<file path="src/rtl/sccb_cfg_pkg.sv">
// Shared definitions for the SCCB configuration sequencer.
//   cfg_state_t            : sequencer state encoding
//   DLY_MARK_DEF           : default reg_addr value marking a delay entry
//   ENTRY_W / FIELD_W      : LUT entry width and width of each field
//   ADDR_LSB / DATA_LSB    : bit positions of reg_addr and reg_data in an entry
//   entry_addr, entry_data : field extraction helpers
package sccb_cfg_pkg;

   typedef enum logic [2:0] {
      PWRON,
      FETCH,
      ISSUE,
      GAP,
      WAIT,
      DONE,
      ERR
   } cfg_state_t;

   localparam logic [7:0] DLY_MARK_DEF = 8'hFF;

   localparam int ENTRY_W  = 16;
   localparam int FIELD_W  = 8;
   localparam int ADDR_LSB = 8;
   localparam int DATA_LSB = 0;

   function automatic logic [FIELD_W-1:0] entry_addr(input logic [ENTRY_W-1:0] e);
      return e[ADDR_LSB +: FIELD_W];
   endfunction

   function automatic logic [FIELD_W-1:0] entry_data(input logic [ENTRY_W-1:0] e);
      return e[DATA_LSB +: FIELD_W];
   endfunction

endpackage

</file>
<file path="src/rtl/sccb_cfg_sequencer_if.sv">
// Write-request handshake between the configuration sequencer and the
// existing I2C/SCCB write controller.
//   i2c_req   : write request level, held until i2c_done
//   i2c_dev   : 8-bit device write address
//   i2c_addr  : register address, stable while i2c_req=1
//   i2c_wdata : register data, stable while i2c_req=1
//   i2c_done  : one-cycle completion pulse from the controller
//   i2c_nack  : qualifies i2c_done; 1 = slave did not acknowledge
// Modports: master = sequencer side, slave = I2C controller side.
interface sccb_cfg_sequencer_if;
   import sccb_cfg_pkg::*;

   logic               i2c_req;
   logic [FIELD_W-1:0] i2c_dev;
   logic [FIELD_W-1:0] i2c_addr;
   logic [FIELD_W-1:0] i2c_wdata;
   logic               i2c_done;
   logic               i2c_nack;

   modport master (
      output i2c_req, i2c_dev, i2c_addr, i2c_wdata,
      input  i2c_done, i2c_nack
   );

   modport slave (
      input  i2c_req, i2c_dev, i2c_addr, i2c_wdata,
      output i2c_done, i2c_nack
   );

endinterface

</file>
<file path="src/rtl/sccb_cfg_delay.sv">
// Loadable down-counter with zero flag, shared by the power-on, inter-write
// gap and delay-marker waits of the sequencer.
//   clk, rst_n : clock and synchronous active-low reset (count cleared)
//   load       : load load_val this cycle (has priority over counting)
//   load_val   : value to load
//   zero       : count has reached zero
// The count decrements freely and parks at zero.
module sccb_cfg_delay #(
   parameter int CW = 8
) (
   input  logic          clk,
   input  logic          rst_n,
   input  logic          load,
   input  logic [CW-1:0] load_val,
   output logic          zero
);

   logic [CW-1:0] cnt;

   always_ff @(posedge clk) begin
      if (!rst_n)
         cnt <= '0;
      else if (load)
         cnt <= load_val;
      else if (cnt != '0)
         cnt <= cnt - CW'(1);
   end

   assign zero = (cnt == '0);

endmodule

</file>
<file path="src/rtl/sccb_cfg_sequencer.sv">
// Camera register-table sequencer: walks a combinational config LUT from
// index 1 to CFG_NUM and issues one SCCB write per entry, with power-on
// delay, inter-write gap, delay-marker entries, NACK retry and restart.
//   clk, rst_n          : clock, synchronous active-low reset
//   start               : restart pulse, honoured in DONE/ERR only
//   lut_index, lut_data : config LUT index out, {reg_addr, reg_data} in
//   bus (master)        : write handshake to the I2C controller
//   cfg_busy/done/err   : run status
//   err_index           : entry that exhausted its retries
//
// state | meaning
// PWRON | waiting out the power-on delay
// FETCH | entry at lut_index decoded (write or delay marker)
// ISSUE | i2c_req held, waiting for i2c_done
// GAP   | idle after a write; re-issues if a retry is pending
// WAIT  | delay-marker wait
// DONE  | table finished cleanly
// ERR   | retries exhausted on err_index
module sccb_cfg_sequencer
   import sccb_cfg_pkg::*;
#(
   parameter int unsigned          CFG_NUM     = 3,
   parameter int                   IDX_W       = 8,
   parameter logic [FIELD_W-1:0]   DEV_ADDR    = 8'h42,
   parameter int unsigned          POWERON_DLY = 1000000,
   parameter int unsigned          WRITE_GAP   = 1000,
   parameter int unsigned          TICK_CYCLES = 50000,
   parameter int unsigned          MAX_RETRY   = 3,
   parameter logic [FIELD_W-1:0]   DLY_MARK    = DLY_MARK_DEF
) (
   input  logic                  clk,
   input  logic                  rst_n,
   input  logic                  start,
   output logic [IDX_W-1:0]      lut_index,
   input  logic [ENTRY_W-1:0]    lut_data,
   sccb_cfg_sequencer_if.master  bus,
   output logic                  cfg_busy,
   output logic                  cfg_done,
   output logic                  cfg_err,
   output logic [IDX_W-1:0]      err_index
);

   localparam logic [63:0] MARK_MAX = 64'd255 * 64'(TICK_CYCLES);
   localparam logic [63:0] PG_MAX   = (64'(POWERON_DLY) > 64'(WRITE_GAP)) ?
                                      64'(POWERON_DLY) : 64'(WRITE_GAP);
   localparam logic [63:0] MAX_DLY  = (PG_MAX > MARK_MAX) ? PG_MAX : MARK_MAX;
   localparam int          CW       = (MAX_DLY == 64'd0) ? 1 : $clog2(MAX_DLY + 64'd1);
   localparam int          RW       = (MAX_RETRY == 0) ? 1 : $clog2(MAX_RETRY + 1);

   // Counts load N-1 because the loading cycle is itself the first waited
   // cycle; a zero-length gap or power-on wait degenerates to one cycle.
   localparam logic [CW-1:0] PWRON_LOAD = (POWERON_DLY == 0) ? '0 : CW'(POWERON_DLY - 1);
   localparam logic [CW-1:0] GAP_LOAD   = (WRITE_GAP == 0)   ? '0 : CW'(WRITE_GAP - 1);

   cfg_state_t       state;
   logic             pwron_armed;
   logic [RW-1:0]    retry_cnt;
   logic             dly_load;
   logic [CW-1:0]    dly_val;
   logic             dly_zero;
   logic [CW-1:0]    mark_cnt;
   logic             is_mark;
   logic             last_entry;

   assign is_mark    = (entry_addr(lut_data) == DLY_MARK);
   assign mark_cnt   = CW'(entry_data(lut_data)) * CW'(TICK_CYCLES);
   assign last_entry = (lut_index == IDX_W'(CFG_NUM));
   assign bus.i2c_dev = DEV_ADDR;

   always_comb begin
      dly_load = 1'b0;
      dly_val  = '0;
      unique case (state)
         PWRON: if (!pwron_armed) begin
            dly_load = 1'b1;
            dly_val  = PWRON_LOAD;
         end
         FETCH: if (is_mark && mark_cnt != '0) begin
            dly_load = 1'b1;
            dly_val  = mark_cnt - CW'(1);
         end
         ISSUE: if (bus.i2c_done) begin
            dly_load = 1'b1;
            dly_val  = GAP_LOAD;
         end
         default: ;
      endcase
   end

   sccb_cfg_delay #(.CW(CW)) u_delay (
      .clk      (clk),
      .rst_n    (rst_n),
      .load     (dly_load),
      .load_val (dly_val),
      .zero     (dly_zero)
   );

   always_ff @(posedge clk) begin
      if (!rst_n) begin
         state         <= PWRON;
         pwron_armed   <= 1'b0;
         retry_cnt     <= '0;
         lut_index     <= '0;
         bus.i2c_req   <= 1'b0;
         bus.i2c_addr  <= '0;
         bus.i2c_wdata <= '0;
         cfg_busy      <= 1'b1;
         cfg_done      <= 1'b0;
         cfg_err       <= 1'b0;
         err_index     <= '0;
      end else begin
         unique case (state)
            PWRON: begin
               if (!pwron_armed) begin
                  pwron_armed <= 1'b1;
               end else if (dly_zero) begin
                  if (CFG_NUM == 0) begin
                     state    <= DONE;
                     cfg_busy <= 1'b0;
                     cfg_done <= 1'b1;
                  end else begin
                     lut_index <= IDX_W'(1);
                     state     <= FETCH;
                  end
               end
            end
            FETCH: begin
               if (!is_mark) begin
                  bus.i2c_addr  <= entry_addr(lut_data);
                  bus.i2c_wdata <= entry_data(lut_data);
                  bus.i2c_req   <= 1'b1;
                  state         <= ISSUE;
               end else if (mark_cnt != '0) begin
                  state <= WAIT;
               end else if (last_entry) begin
                  state    <= DONE;
                  cfg_busy <= 1'b0;
                  cfg_done <= 1'b1;
               end else begin
                  lut_index <= lut_index + IDX_W'(1);
               end
            end
            ISSUE: begin
               if (bus.i2c_done) begin
                  bus.i2c_req <= 1'b0;
                  if (!bus.i2c_nack) begin
                     retry_cnt <= '0;
                     state     <= GAP;
                  end else if (retry_cnt != RW'(MAX_RETRY)) begin
                     retry_cnt <= retry_cnt + RW'(1);
                     state     <= GAP;
                  end else begin
                     err_index <= lut_index;
                     cfg_err   <= 1'b1;
                     cfg_busy  <= 1'b0;
                     state     <= ERR;
                  end
               end
            end
            GAP: begin
               if (dly_zero) begin
                  // a non-zero retry count here can only mean the last attempt was NACKed
                  if (retry_cnt != '0) begin
                     bus.i2c_req <= 1'b1;
                     state       <= ISSUE;
                  end else if (last_entry) begin
                     state    <= DONE;
                     cfg_busy <= 1'b0;
                     cfg_done <= 1'b1;
                  end else begin
                     lut_index <= lut_index + IDX_W'(1);
                     state     <= FETCH;
                  end
               end
            end
            WAIT: begin
               if (dly_zero) begin
                  if (last_entry) begin
                     state    <= DONE;
                     cfg_busy <= 1'b0;
                     cfg_done <= 1'b1;
                  end else begin
                     lut_index <= lut_index + IDX_W'(1);
                     state     <= FETCH;
                  end
               end
            end
            DONE, ERR: begin
               if (start && CFG_NUM != 0) begin
                  cfg_done  <= 1'b0;
                  cfg_err   <= 1'b0;
                  retry_cnt <= '0;
                  cfg_busy  <= 1'b1;
                  lut_index <= IDX_W'(1);
                  state     <= FETCH;
               end
            end
            default: state <= PWRON;
         endcase
      end
   end

endmodule

</file>
<file path="src/flat_wrapper.sv">
// flat-port wrapper written by rule: the top's interface ports become plain ports
module sccb_cfg_sequencer_flat import sccb_cfg_pkg::*;
#(
   parameter int unsigned          CFG_NUM     = 3,
   parameter int                   IDX_W       = 8,
   parameter logic [FIELD_W-1:0]   DEV_ADDR    = 8'h42,
   parameter int unsigned          POWERON_DLY = 1000000,
   parameter int unsigned          WRITE_GAP   = 1000,
   parameter int unsigned          TICK_CYCLES = 50000,
   parameter int unsigned          MAX_RETRY   = 3,
   parameter logic [FIELD_W-1:0]   DLY_MARK    = DLY_MARK_DEF
)
  (clk, rst_n, start, lut_index, lut_data, cfg_busy, cfg_done, cfg_err, err_index, bus_i2c_req, bus_i2c_dev, bus_i2c_addr, bus_i2c_wdata, bus_i2c_done, bus_i2c_nack);
  sccb_cfg_sequencer_if bus_i ();
  input  logic clk;
  input  logic rst_n;
  input  logic start;
  output logic [IDX_W-1:0] lut_index;
  input  logic [ENTRY_W-1:0] lut_data;
  output logic cfg_busy;
  output logic cfg_done;
  output logic cfg_err;
  output logic [IDX_W-1:0] err_index;
  output wire logic [$bits(bus_i.i2c_req)-1:0] bus_i2c_req;
  output wire logic [$bits(bus_i.i2c_dev)-1:0] bus_i2c_dev;
  output wire logic [$bits(bus_i.i2c_addr)-1:0] bus_i2c_addr;
  output wire logic [$bits(bus_i.i2c_wdata)-1:0] bus_i2c_wdata;
  input wire logic [$bits(bus_i.i2c_done)-1:0] bus_i2c_done;
  input wire logic [$bits(bus_i.i2c_nack)-1:0] bus_i2c_nack;
  assign bus_i2c_req = bus_i.i2c_req;
  assign bus_i2c_dev = bus_i.i2c_dev;
  assign bus_i2c_addr = bus_i.i2c_addr;
  assign bus_i2c_wdata = bus_i.i2c_wdata;
  assign bus_i.i2c_done = bus_i2c_done;
  assign bus_i.i2c_nack = bus_i2c_nack;
  sccb_cfg_sequencer #(.CFG_NUM(CFG_NUM), .IDX_W(IDX_W), .DEV_ADDR(DEV_ADDR), .POWERON_DLY(POWERON_DLY), .WRITE_GAP(WRITE_GAP), .TICK_CYCLES(TICK_CYCLES), .MAX_RETRY(MAX_RETRY), .DLY_MARK(DLY_MARK)) u_core (.clk(clk), .rst_n(rst_n), .start(start), .lut_index(lut_index), .lut_data(lut_data), .bus(bus_i), .cfg_busy(cfg_busy), .cfg_done(cfg_done), .cfg_err(cfg_err), .err_index(err_index));
endmodule
</file>
<file path="config.mk">
export PLATFORM = sky130hd
export DESIGN_NAME = sccb_cfg_sequencer_flat
export DESIGN_NICKNAME = d
export VERILOG_FILES = /design/src/rtl/sccb_cfg_pkg.sv /design/src/rtl/sccb_cfg_sequencer_if.sv /design/src/rtl/sccb_cfg_delay.sv /design/src/rtl/sccb_cfg_sequencer.sv /design/src/flat_wrapper.sv
export SDC_FILE = /design/constraint.sdc
export NUM_CORES = 1
export LEC_CHECK = 0
export CAP_MARGIN = 10
export CORE_UTILIZATION = 40
export DETAILED_ROUTE_END_ITERATION = 8
export HOLD_SLACK_MARGIN = 0.15
export PLACE_DENSITY = 0.64
export SKIP_LAST_GASP = 1
export SYNTH_ARGS = -nofsm -noshare
export SYNTH_HDL_FRONTEND = slang
export SYNTH_SLANG_ARGS = --single-unit
</file>
<file path="constraint.sdc">
create_clock -name clk -period 7 [get_ports clk]
set_input_delay 2.1 -clock clk [delete_from_list [all_inputs] [get_ports clk]]
set_output_delay 2.1 -clock clk [all_outputs]
set_load 0.1 [all_outputs]
</file>
==> results.py, run 1 <==
metrics = {
    "floorplan": {
        "dieArea_sq_um": 14400,
        "io_pins": 65,
        "rows": 42,
        "coreArea_sq_um": 13400,
        "chipWidth_um": 120,
        "die_h_um": 120,
        "start_util_pct": 41.6,
    },
    "setup_path": {
        "worstPathArrival_ps": 6930,
        "critical_path.n_buffers_inverters": 4,
        "max_stage_delay_ps": 520,
        "crit_chain": "clkdlybuf4s50_1 -> ha_1 -> ha_1 -> fa_1 -> inv_1 -> fa_1 -> inv_1 -> ha_1 -> buf_4 -> xor2_1 -> and3_1 -> o21ai_0 -> nor3_1 -> and4_1 -> and4_1 -> a21oi_1 -> or4_1 -> a21oi_1",
        "worst-endpoint-required_ps": 7270,
        "critPathMaxFanout": 5,
        "cpMostUsedCell": "ha_1",
        "startpoint_type": "input pin",
        "critPathKind": "in2reg",
        "path_delay_family": "adder cells",
        "cp-end-kind": "flip-flop",
        "worst_path_max_delay_cell": "clkdlybuf4s50_1",
    },
    "power": {
        "leakage_uw": 0.00288,
        "p_seq_share_pct": 22.2,
        "powerDensity_nw_per_um2": 336,
        "finalPower_uw": 2290,
        "p_comb_share_pct": 56.2,
        "intPower_uw": 1230,
        "p_sw_uw": 1060,
        "ir_worst_vdd_v": 0.000191,
        "p_sw_share_pct": 46.2,
        "clkPwrFrac_pct": 21.7,
    },
    "global_routing": {
        "grt_usage_pct": 21.9,
        "grt_max_degree": 30,
        "antenna_found_initial": 0,
        "grt-ovfl-total": 0,
        "grt_pass1_vias": 5166,
        "grt_first_pass_wirelength_mm": 25.2,
    },
    "timing": {
        "hold_viol_final": 0,
        "slew_violations": 0,
        "skew_ps": 11.0,
        "fmax_mhz": 150,
        "finalCritPeriodShare_pct": 95.2,
        "setup_violations": 0,
        "worst_slack_ps": 337,
        "grt_setup_unrepaired": "no",
        "tightestPinTransition_ps": 1080,
        "max_slew_margin_pct": 28.1,
        "post-route-min-period_ps": 6660,
        "whs_ps": 458,
    },
    "clocking": {
        "holdBufCountCts": 0,
        "clkSinkCount": 66,
        "h-tree-depth": 3,
        "max-clock-path-buffers": 2,
        "worstSkewPairLatency_ps": 350,
        "numCtsBuffers": 9,
        "clk_pin_slew_worst_paths_ps": 60,
        "cts_tree": "built",
        "ctsRootBufferMaster": "clkbuf_16",
    },
    "synthesis": {
        "synthTopCellsByArea": "dfxtp_1 (24%), ha_1 (13%), nand2_1 (6.7%), a21oi_1 (5.4%), fa_1 (4.3%)",
        "synth-seq-cells": 66,
        "synthCells": 729,
        "ys.flop_type": "dfxtp_1",
        "async_flop_share_pct": 0,
        "yosysWarnings": 0,
        "ys_seq_area_share_pct": 23.7,
        "syn_area_sq_um": 5580,
        "synthDistinctLibCells": 64,
        "synth_top_area_cell": "dfxtp_1",
        "avgSynthCellArea_sq_um": 7.65,
        "synth_edf_count": 0,
        "netlist.area_leader.share_pct": 23.7,
    },
    "min_path": {
        "hp-class": "reg2reg",
    },
    "drt": {
        "ant_nets": 0,
        "drtIter0Drc": 421,
        "via_per_inst": 5.51,
        "drc": 0,
        "drt-pass1-iter-count": 5,
        "wl_per_cell_um": 15.4,
        "drt-total-wl_mm": 15.2,
        "vias": 5419,
    },
    "cells_and_area": {
        "fillers": 1300,
        "drive_gt1_share_pct": 8.66,
        "fin_nets": 894,
        "final_core_util_pct": 50.9,
        "area_growth_pct": 22.3,
        "diodes": 0,
    },
    "placement": {
        "finalWeightedCongestion": 0.840,
        "io_buffers": 56,
        "dp_hpwl_mm": 11.9,
        "dp_worst_setup_slack_ps": -35.7,
    },
    "job": {
        "drv_cap": 0,
    },
    "outcome": {
        "status": "finished, final reports clean",
    },
}
## flip-flops by register name, indices dropped and copies added (netlist names)
register,cells
u_core.cfg_err,1
u_core.retry_cnt,2
u_core.cfg_done,1
u_core.bus.i2c_addr,8
u_core.bus.i2c_wdata,8
u_core.lut_index,8
u_core.bus.i2c_req,1
u_core.pwron_armed,1
u_core.state,3
u_core.err_index,8
u_core.cfg_busy,1
u_core.u_delay.cnt,24
## layout by cell type (no fill, tap or decap), types with 5 or more instances in the layout
| cell | synthesis | final |
|---|---|---|
| nor2_1 | 47 | 47 |
| nand3_1 | 28 | 28 |
| nor4_1 | 5 | 5 |
| a21oi_1 | 60 | 60 |
| nand2_1 | 100 | 100 |
| o21ai_0 | 31 | 31 |
| and3_1 | 18 | 18 |
| o211ai_1 | 6 | 6 |
| xor2_1 | 21 | 21 |
| nand2b_1 | 8 | 8 |
| conb_1 | 2 | 8 |
| or3_1 | 14 | 14 |
| o31ai_1 | 5 | 5 |
| clkdlybuf4s50_1 | 0 | 56 |
| inv_1 | 46 | 46 |
| dfxtp_1 | 66 | 66 |
| fa_1 | 12 | 12 |
| buf_4 | 8 | 34 |
| a31oi_1 | 17 | 17 |
| clkbuf_16 | 0 | 9 |
| nand4_1 | 10 | 10 |
| xnor2_1 | 18 | 18 |
| a21o_1 | 12 | 12 |
| nor3_1 | 25 | 25 |
| and2_1 | 6 | 6 |
| ha_1 | 58 | 58 |
| or4_1 | 7 | 7 |
| or2_2 | 6 | 6 |
## path summary, 6_finish.rpt
| check | startpoint | end | slack [ps] | cells past startpoint |
|---|---|---|---|---|
| setup / recovery | lut_data[4] | u_core.lut_index[7]$_SDFFE_PN0P_ | 340 | 18 |
| hold / removal | u_core.bus.i2c_wdata[6]$_SDFFE_PN0P_ | u_core.bus.i2c_wdata[6]$_SDFFE_PN0P_ | 460 | 2 |
| setup reg to reg | u_core.u_delay.cnt[0]$_SDFFE_PN0P_ | u_core.lut_index[7]$_SDFFE_PN0P_ | 3330 | 11 |
| hold reg to reg | u_core.bus.i2c_wdata[6]$_SDFFE_PN0P_ | u_core.bus.i2c_wdata[6]$_SDFFE_PN0P_ | 460 | 2 |
## metal layers
| layer | up-vias | routed length, um | global-route usage, % |
|---|---|---|---|
| li1 | 2739 | - | - |
| met1 | 2543 | 7070 | 28.1 |
| met2 | 123 | 7300 | 36.8 |
| met3 | 14 | 616 | 4.09 |
| met4 | 0 | 213 | 7.19 |
| met5 | - | 0 | 0 |
## timing repair
action	4_1_cts	5_1_grt
endpoints found under the hold margin	0	0
gates resized for setup	0	1
setup endpoints to repair	0	3
setup buffers	0	0
## power by group through the flow
stage	clock network [uW]	registers (uW)	logic, uW
global placement	0	513	1260
CTS	506	507	1280
global route	520	519	1420
finish	497	509	1290
detailed placement	0	514	1270
floorplan	0	667	785
## layout make-up
type	count	area [sq um]	share of cell area [%]
clock buffer	9	225	3.30
clock inverter	7	100	1.47
inverter	47	176	2.58
multi-input combinational	588	3950	57.8
sequential	66	1320	19.4
tap	176	220	3.23
timing repair buffer	91	836	12.2
## stage by stage
stage               instance area (sq um)  TNS (ps)  instances
floorplan                            5600         0        735
global placement                     6490         0        968
detailed placement                   6490      -108        968
CTS                                  6820         0        984
global route                         6830         0        984
finish                               6830         0        984
## synthesized netlist by cell type (21+ instances only)
master      n
nand2_1   100
dfxtp_1    66
a21oi_1    60
ha_1       58
nor2_1     47
inv_1      46
o21ai_0    31
nand3_1    28
nor3_1     25
clkbuf_1   21
xor2_1     21
## tightest hold or removal path: cells and delay by family (launching register included)
kind            cells  cell delay (ps)
compound gates      1               50
simple gates        1               50
flops               1              310
## cells by family after synthesis
group | count (synthesis) | share of synthesized area (%)
muxes | 5 | 0.942
adders and majority gates | 70 | 17.3
and+or+nand+nor | 293 | 26.1
xor gates and xnor gates | 39 | 6.12
DFF | 66 | 23.7
buffers and inverters | 81 | 6.08
AOI/OAI and AO/OA | 173 | 19.6
other | 2 | 0.135
No activity file was read; power rests on OpenSTA's default activity.
==> run 2, diff against run 1 <==
--- a/config.mk
+++ b/config.mk
@@ -8,7 +8,6 @@
 export CAP_MARGIN = 10
 export CORE_UTILIZATION = 40
 export DETAILED_ROUTE_END_ITERATION = 8
-export HOLD_SLACK_MARGIN = 0.15
 export PLACE_DENSITY = 0.64
 export SKIP_LAST_GASP = 1
 export SYNTH_ARGS = -nofsm -noshare
==> results of run 2 <==
No change in the layout: final DEF, timing and power equal those of run 1.
